<file path="src/rtl/timer_pkg.sv">
// Shared types and defaults for the countdown timer controller and its prescaler.
package timer_pkg;

  typedef enum logic [1:0] {
    S_IDLE   = 2'd0,
    S_RUN    = 2'd1,
    S_PAUSED = 2'd2
  } state_t;

  localparam int unsigned DEFAULT_CLK_HZ = 50_000_000;
  localparam int unsigned DEFAULT_SEC_W  = 8;

endpackage

</file>
<file path="src/rtl/countdown_timer_ctrl_if.sv">
// User-control / status bundle between the key/switch front end and the countdown controller.
interface countdown_timer_ctrl_if
  import timer_pkg::*;
#(
  parameter int unsigned SEC_W = DEFAULT_SEC_W
);

  // Controls are plain levels sampled on every rising clock edge; there is no
  // valid/ready handshake. Status outputs are registered; tick and done are
  // single-cycle pulses.
  logic             start;
  logic             stop;
  logic             clear;
  logic [SEC_W-1:0] load_val;
  logic [SEC_W-1:0] remaining;
  logic             busy;
  logic             paused;
  logic             tick;
  logic             done;
  state_t           dbg_state;

  modport master (
    output start, stop, clear, load_val,
    input  remaining, busy, paused, tick, done, dbg_state
  );

  modport slave (
    input  start, stop, clear, load_val,
    output remaining, busy, paused, tick, done, dbg_state
  );

endinterface

</file>
<file path="src/rtl/tick_prescaler.sv">
// Gated seconds prescaler: counts 0..CLK_HZ-1 while enabled and flags the wrap cycle.
module tick_prescaler #(
  parameter int unsigned CLK_HZ = timer_pkg::DEFAULT_CLK_HZ
) (
  input  logic clock,
  input  logic reset,
  input  logic en,
  input  logic clr,
  output logic wrap
);

  localparam int unsigned         CNT_W = (CLK_HZ > 1) ? $clog2(CLK_HZ) : 1;
  localparam logic [CNT_W-1:0]    LAST  = CNT_W'(CLK_HZ - 1);

  logic [CNT_W-1:0] r_cnt;
  logic             w_at_last;

  assign w_at_last = (r_cnt == LAST);

  // The count is held while disabled so a paused partial second survives.
  always_ff @(posedge clock or negedge reset) begin
    if (!reset) begin
      r_cnt <= '0;
    end else if (clr) begin
      r_cnt <= '0;
    end else if (en) begin
      r_cnt <= w_at_last ? '0 : r_cnt + 1'b1;
    end
  end

  assign wrap = en && w_at_last;

endmodule

</file>
<file path="src/rtl/countdown_timer_ctrl.sv">
// Countdown controller: loads seconds, runs/pauses/resumes/clears a gated prescaler, reports status.
module countdown_timer_ctrl
  import timer_pkg::*;
#(
  parameter int unsigned CLK_HZ = DEFAULT_CLK_HZ,
  parameter int unsigned SEC_W  = DEFAULT_SEC_W
) (
  input  logic                   clock,
  input  logic                   reset,
  countdown_timer_ctrl_if.slave  bus
);

  state_t           r_state;
  logic [SEC_W-1:0] r_remaining;
  logic             r_busy;
  logic             r_paused;
  logic             r_tick;
  logic             r_done;

  logic w_wrap;
  logic w_accept_load;
  logic w_pre_en;
  logic w_pre_clr;
  logic w_last_sec;

  assign w_accept_load = (r_state == S_IDLE) && bus.start && !bus.clear &&
                         (bus.load_val != '0);
  assign w_pre_en      = (r_state == S_RUN);
  assign w_pre_clr     = bus.clear || w_accept_load;
  assign w_last_sec    = (r_remaining <= SEC_W'(1));

  tick_prescaler #(
    .CLK_HZ (CLK_HZ)
  ) u_prescaler (
    .clock (clock),
    .reset (reset),
    .en    (w_pre_en),
    .clr   (w_pre_clr),
    .wrap  (w_wrap)
  );

  always_ff @(posedge clock or negedge reset) begin
    if (!reset) begin
      r_state     <= S_IDLE;
      r_remaining <= '0;
      r_busy      <= 1'b0;
      r_paused    <= 1'b0;
      r_tick      <= 1'b0;
      r_done      <= 1'b0;
    end else begin
      r_tick <= 1'b0;
      r_done <= 1'b0;
      if (bus.clear) begin
        r_state     <= S_IDLE;
        r_remaining <= '0;
        r_busy      <= 1'b0;
        r_paused    <= 1'b0;
      end else begin
        case (r_state)
          S_IDLE: begin
            if (bus.start) begin
              if (bus.load_val != '0) begin
                r_state     <= S_RUN;
                r_remaining <= bus.load_val;
                r_busy      <= 1'b1;
                r_paused    <= 1'b0;
              end else begin
                r_done <= 1'b1;
              end
            end
          end
          S_RUN: begin
            // A wrap edge always decrements; expiry outranks a coincident stop.
            if (w_wrap) begin
              r_tick <= 1'b1;
              if (w_last_sec) begin
                r_state     <= S_IDLE;
                r_remaining <= '0;
                r_busy      <= 1'b0;
                r_paused    <= 1'b0;
                r_done      <= 1'b1;
              end else begin
                r_remaining <= r_remaining - 1'b1;
                if (bus.stop) begin
                  r_state  <= S_PAUSED;
                  r_paused <= 1'b1;
                end
              end
            end else if (bus.stop) begin
              r_state  <= S_PAUSED;
              r_paused <= 1'b1;
            end
          end
          S_PAUSED: begin
            if (bus.start) begin
              r_state  <= S_RUN;
              r_paused <= 1'b0;
            end
          end
          default: begin
            r_state     <= S_IDLE;
            r_remaining <= '0;
            r_busy      <= 1'b0;
            r_paused    <= 1'b0;
          end
        endcase
      end
    end
  end

  assign bus.remaining = r_remaining;
  assign bus.busy      = r_busy;
  assign bus.paused    = r_paused;
  assign bus.tick      = r_tick;
  assign bus.done      = r_done;
  assign bus.dbg_state = r_state;

endmodule

</file>
<file path="src/flat_wrapper.sv">
// flat-port wrapper written by rule: the top's interface ports become plain ports
module countdown_timer_ctrl_flat import timer_pkg::*;
#(
  parameter int unsigned CLK_HZ = DEFAULT_CLK_HZ,
  parameter int unsigned SEC_W  = DEFAULT_SEC_W
)
  (clock, reset, bus_start, bus_stop, bus_clear, bus_load_val, bus_remaining, bus_busy, bus_paused, bus_tick, bus_done, bus_dbg_state);
  countdown_timer_ctrl_if #(.SEC_W(SEC_W)) bus_i ();
  input  logic clock;
  input  logic reset;
  input wire logic [$bits(bus_i.start)-1:0] bus_start;
  input wire logic [$bits(bus_i.stop)-1:0] bus_stop;
  input wire logic [$bits(bus_i.clear)-1:0] bus_clear;
  input wire logic [$bits(bus_i.load_val)-1:0] bus_load_val;
  output wire logic [$bits(bus_i.remaining)-1:0] bus_remaining;
  output wire logic [$bits(bus_i.busy)-1:0] bus_busy;
  output wire logic [$bits(bus_i.paused)-1:0] bus_paused;
  output wire logic [$bits(bus_i.tick)-1:0] bus_tick;
  output wire logic [$bits(bus_i.done)-1:0] bus_done;
  output wire logic [$bits(bus_i.dbg_state)-1:0] bus_dbg_state;
  assign bus_i.start = bus_start;
  assign bus_i.stop = bus_stop;
  assign bus_i.clear = bus_clear;
  assign bus_i.load_val = bus_load_val;
  assign bus_remaining = bus_i.remaining;
  assign bus_busy = bus_i.busy;
  assign bus_paused = bus_i.paused;
  assign bus_tick = bus_i.tick;
  assign bus_done = bus_i.done;
  assign bus_dbg_state = bus_i.dbg_state;
  countdown_timer_ctrl #(.CLK_HZ(CLK_HZ), .SEC_W(SEC_W)) u_core (.clock(clock), .reset(reset), .bus(bus_i));
endmodule
</file>
<file path="config.mk">
export PLATFORM = sky130hd
export DESIGN_NAME = countdown_timer_ctrl_flat
export DESIGN_NICKNAME = d
export VERILOG_FILES = /design/src/rtl/timer_pkg.sv /design/src/rtl/countdown_timer_ctrl_if.sv /design/src/rtl/tick_prescaler.sv /design/src/rtl/countdown_timer_ctrl.sv /design/src/flat_wrapper.sv
export SDC_FILE = /design/constraint.sdc
export NUM_CORES = 1
export LEC_CHECK = 0
export CORE_MARGIN = 2
export CORE_UTILIZATION = 35
export CTS_BUF_LIST = sky130_fd_sc_hd__clkbuf_4 sky130_fd_sc_hd__clkbuf_8
export DETAILED_ROUTE_END_ITERATION = 8
export PLACE_DENSITY_LB_ADDON = 0.2
export SKIP_CTS_REPAIR_TIMING = 1
export SYNTH_ARGS = -nofsm -noshare
export SYNTH_HDL_FRONTEND = slang
export SYNTH_SLANG_ARGS = --single-unit
export TNS_END_PERCENT = 100
</file>
<file path="constraint.sdc">
create_clock -name clock -period 2.38 [get_ports clock]
set_input_delay 0.714 -clock clock [delete_from_list [all_inputs] [get_ports clock]]
set_output_delay 0.714 -clock clock [all_outputs]
set_load 0.005 [all_outputs]
</file>
* Word-level counts from Yosys, hierarchy flattened
Index checks and enable logic that the tools add are counted.
Storage, ports and cells: flip-flop bits (word level) 40, bits of input ports 13
Operators by class: $add $sub $neg 2, magnitude comparators 1, equality and inequality tests 9, muxes and demuxes 40, reduce and logical (&&, ||, !) cells 12
Operators with widths (count):
- $mux W26 | 3
- $mux W8 | 5
- $add A26 B1 Y26 const B | 1
- $eq A26 B26 Y1 const B | 1
- $pmux W8 S3 | 1
- $mux W1 | 20
- $mux W2 | 7
- $ne A3 B3 Y1 const B | 3
- $le A8 B1 Y1 const B | 1
- $reduce_bool A8 Y1 | 1
- $sub A8 B1 Y8 const B | 1
- $ne A3 B2 Y1 const B | 2
- $pmux W1 S3 | 2
- $pmux W2 S3 | 1
- $reduce_and A5 Y1 | 1
- $logic_and A1 B1 Y1 | 4
- $reduce_and A4 Y1 | 1
- $reduce_and A3 Y1 | 1
- $eq A2 B1 Y1 const B | 1
- $eq A2 B2 Y1 const B | 1
- $logic_not A2 Y1 | 1
- $ne A2 B2 Y1 const B | 1
- $pmux W1 S2 | 1
- $reduce_bool A2 Y1 | 1
- 2 further kinds | 2

* Longest topological paths before layout
depth after elaboration 6, depth in mapped cells 8, mapped depth without buffers 7

* Cells and area by module
Synthesis repeated with hierarchy kept, for this count alone.
Unflattened totals: cell total of the unflattened synthesis 279, area, all modules 2468.6 um^2
By module, submodules not included:
- tick_prescaler | instances 1, cells an instance 173, area an instance 1562.7 um^2, seq. area each 650.6 um^2
- countdown_timer_ctrl | instances 1, cells an instance 106, area an instance 905.9 um^2, seq. area each 350.3 um^2

* Least setup slack after synthesis
No wires, ideal clock.
kind input port to flip-flop, start input bus_load_val[6], end register u_core.u_prescaler.r_cnt[25], setup time 0.129 ns, arrival time 1.981 ns, data required time 2.251 ns, setup slack 0.270 ns, stages on the path 6, path buffers 1, path through nor4_2 > a21oi_4 > nor2_1 > clkbuf_1 > or4_4 > a21oi_2
On the way: cells in the longest elaborated chain, start to end 4, elaborated cells between the ends (all ways) 5, those cells by class mux (1); reduce/logical (4)
RTL lines:
- from (decl) | line flat_wrapper.sv:14 | input wire logic [$bits(bus_i.load_val)-1:0] bus_load_val;
- $reduce_bool A8 Y1 * | line countdown_timer_ctrl.sv:27 | (bus.load_val != '0);
- $logic_and A1 B1 Y1 * | line countdown_timer_ctrl.sv:26 | assign w_accept_load = (r_state == S_IDLE) && bus.start && !bus.clear &&
- $logic_or A1 B1 Y1 * | line countdown_timer_ctrl.sv:29 | assign w_pre_clr = bus.clear || w_accept_load;
- $mux W26 / $reduce_bool A2 Y1 (equally long branches)
- to (signal assigned) | line tick_prescaler.sv:27 | r_cnt <= w_at_last ? '0 : r_cnt + 1'b1;
- to (decl) | line tick_prescaler.sv:15 | logic [CNT_W-1:0] r_cnt;
Every way passes the cells marked *; elsewhere a longest branch is shown, timed or not. A chain may end at the register's enable or synchronous reset.

* Worst setup path in the final report
start input bus_load_val[6], end register u_core.u_prescaler.r_cnt[24]
Same word-level chain as after synthesis.

==> flow_summary.toml <==
[synthesis]
syn_inst = 253
synth_edf_count = 0
synth-main-ff-cell = "dfrtp_1"
ys_types = 53
async_flop_share = 1.00
yosysWarningCount = 0
syn-mean-instance-area_um2 = 9.56
synth_fp_nets = 269
syn_area_mm2 = 0.00242
ys_seq_area_frac = 0.414
synth_seq_cells = 40

[place]
io_buffer_count = 26
placement.setup.worst_slack_ps = -285
dp_cells = 374
place_area_mm2 = 0.00291
gp_congestion = 0.881
hpwl_mm = 4.27

[power]
power_density_mw_per_mm2 = 546
irDropWorstVdd_mv = 0.178
power_leakage_nw = 1.24

[cells_and_area]
syn2layout_area_growth_pct = 24.5
final_common_cell = "dfrtp_1"
design_area_mm2 = 0.00301
antenna_cells = 0
drive_gt1_frac = 0.193
instances_no_fill = 381
layout.nets = 317
post-route-util = 0.446
layout.cells.most_common_list = "dfrtp_1 (40), nor2_1 (32), buf_4 (26), clkdlybuf4s50_1 (25), a21oi_1 (19)"

[sta]
fin_ws_ps = 66.2
hold_slack_ps = 474
min_period_ps = 2310
period_share = 0.972
rsz0062_at_grt = "no"
slew_headroom = 0.661
hold_violations = 0
drv_slew = 0
fmax_mhz = 432
fin_skew_ps = 6.98
setup_viol = 0
tightest_slew_ps = 509

[clock_tree]
cts_tree = "done"
cts.sinks = 40
root_buffer = "clkbuf_8"
cts_buffers = 5
ctsLongestPathBuffers = 2
htree_levels = 2
clk_latency_ps = 290
path_clk_slew_ps = 80

[drt]
dr.pass1.iters = 4
drc = 0
vias_per_cell = 5.53
drtAntennaViolNets = 0
wl_mm = 5.75
wl_per_cell_um = 15.1
drt_iter0_drc = 124
vias = 2108

[setup_path]
worstPathArrival_ps = 2550
crit_path_end_kind = "flop"
required_ps = 2610
critPathSlowestCell = "clkdlybuf4s50_1"
cp_cell_sequence = "clkdlybuf4s50_1 -> nor4_2 -> buf_4 -> a21oi_4 -> nor2_1 -> buf_4 -> or4_1 -> a21oi_2"
crit_path_max_incr_delay_ps = 520
cp_common_cell = "buf_4"
critPathKind = "in -> reg"
worst-path-max-fanout = 7
cp-start-kind = "primary input"

[global_route]
grt_pass1_vias = 2108
antenna_found_initial = 0
overflow = 0
track_usage = 0.168
grt_pass1_wl_mm = 10.2
grt_max_degree = 41

[outcome]
status = "complete, no violations"

[hold_path]
worst_hold_path_type = "in -> async"

[floorplanning]
core_mm2 = 0.00676
start_util = 0.358
num_rows = 30
die_h_um = 87.1
design.die.area_mm2 = 0.00759
pin_count = 27
dieWidth_um = 87.1

[job]
max-cap-violations = 0
[cells in the mapped netlist (2+ instances only)]
master	instances	area, µm²
or2_1	2	12.5
and2_1	3	18.8
o22ai_1	2	12.5
nand3_2	2	20.0
nor3_4	2	32.5
a21oi_1	20	100
o2111ai_1	8	70.1
a211oi_1	2	15.0
and3_1	3	18.8
nand3b_1	3	22.5
nor4_2	5	62.6
nand4_1	4	25.0
clkbuf_1	5	18.8
a32oi_1	3	26.3
nand2_1	12	45.0
o21ai_0	4	20.0
xor2_1	15	131
ha_1	3	37.5
nor2_1	32	120
o211ai_1	6	45.0
a211o_1	2	17.5
nand3_1	6	30.0
nor3_1	8	40.0
dfrtp_1	40	1000
buf_2	5	25.0
inv_1	9	33.8
or4_1	3	22.5
or3_1	4	25.0
o31ai_1	10	75.1
o21ai_1	6	30.0
a2111oi_0	2	17.5
[per-stage QoR]
stage / TNS (ps) / total power, mW
global route: 0 / 1.75
detailed placement: -6920 / 1.21
global placement: -5170 / 1.21
CTS: 0 / 1.66
finish: 0 / 1.64
floorplan: 0 / 0.993
[cell families after synthesis]
group | count (synthesis) | share of synthesized area
simple gates | 99 | 0.257
compound gates | 74 | 0.215
flops | 40 | 0.414
buf+inv | 21 | 0.0398
xor+xnor | 15 | 0.0543
fa+ha+maj | 3 | 0.0155
mux | 1 | 0.00466
[power breakdown]
group	internal (mW)	switching, mW
logic	0.204	0.230
clock network	0.211	0.235
registers	0.716	0.0473
[critical path, delay by kind of cell]
family | cells | cell delay, ps
AOI/OAI and AO/OA | 2 | 360
buffers and inverters | 3 | 820
and+or+nand+nor | 3 | 650
[worst paths after layout]
path | startpoint | to | slack (ps) | cells after the start
max | bus_load_val[6] | u_core.u_prescaler.r_cnt[24]$_DFFE_PN0P_ | 70 | 8
min | reset | u_core.bus.dbg_state[1]$_DFFE_PN0P_ | 470 | 2
max reg2reg | u_core.bus.remaining[0]$_DFFE_PN0P_ | u_core.bus.remaining[1]$_DFFE_PN0P_ | 240 | 7
min reg2reg | u_core.bus.busy$_DFFE_PN0P_ | u_core.bus.busy$_DFFE_PN0P_ | 510 | 2
max in group asynchronous | reset | u_core.u_prescaler.r_cnt[11]$_DFFE_PN0P_ | 1550 | 2
min in group clock | u_core.bus.busy$_DFFE_PN0P_ | u_core.bus.busy$_DFFE_PN0P_ | 510 | 2
[state kept, by name, summed over array words and instances, names as in the netlist]
register	flops
u_core.bus.remaining	8
u_core.bus.paused	1
u_core.bus.tick	1
u_core.bus.done	1
u_core.bus.dbg_state	2
u_core.u_prescaler.r_cnt	26
u_core.bus.busy	1
[cell type report]
class                      instances  area [µm²]
tap                               80         100
fill                             666        3740
sequential                        40        1000
clock inverter                     1        5.00
inverter                           9        33.8
timing repair buffer              53         462
clock buffer                       6        76.3
multi-input combinational        192        1330
[metal layers]
metal  global-route usage  vias up  wire length, µm
li1                     -     1043                -
met1                0.230      996             2690
met2                0.268       61             2670
met3               0.0370        8              301
met4               0.0448        0               91
met5                    0        -                0
No activity file was read; power rests on OpenSTA's default activity.
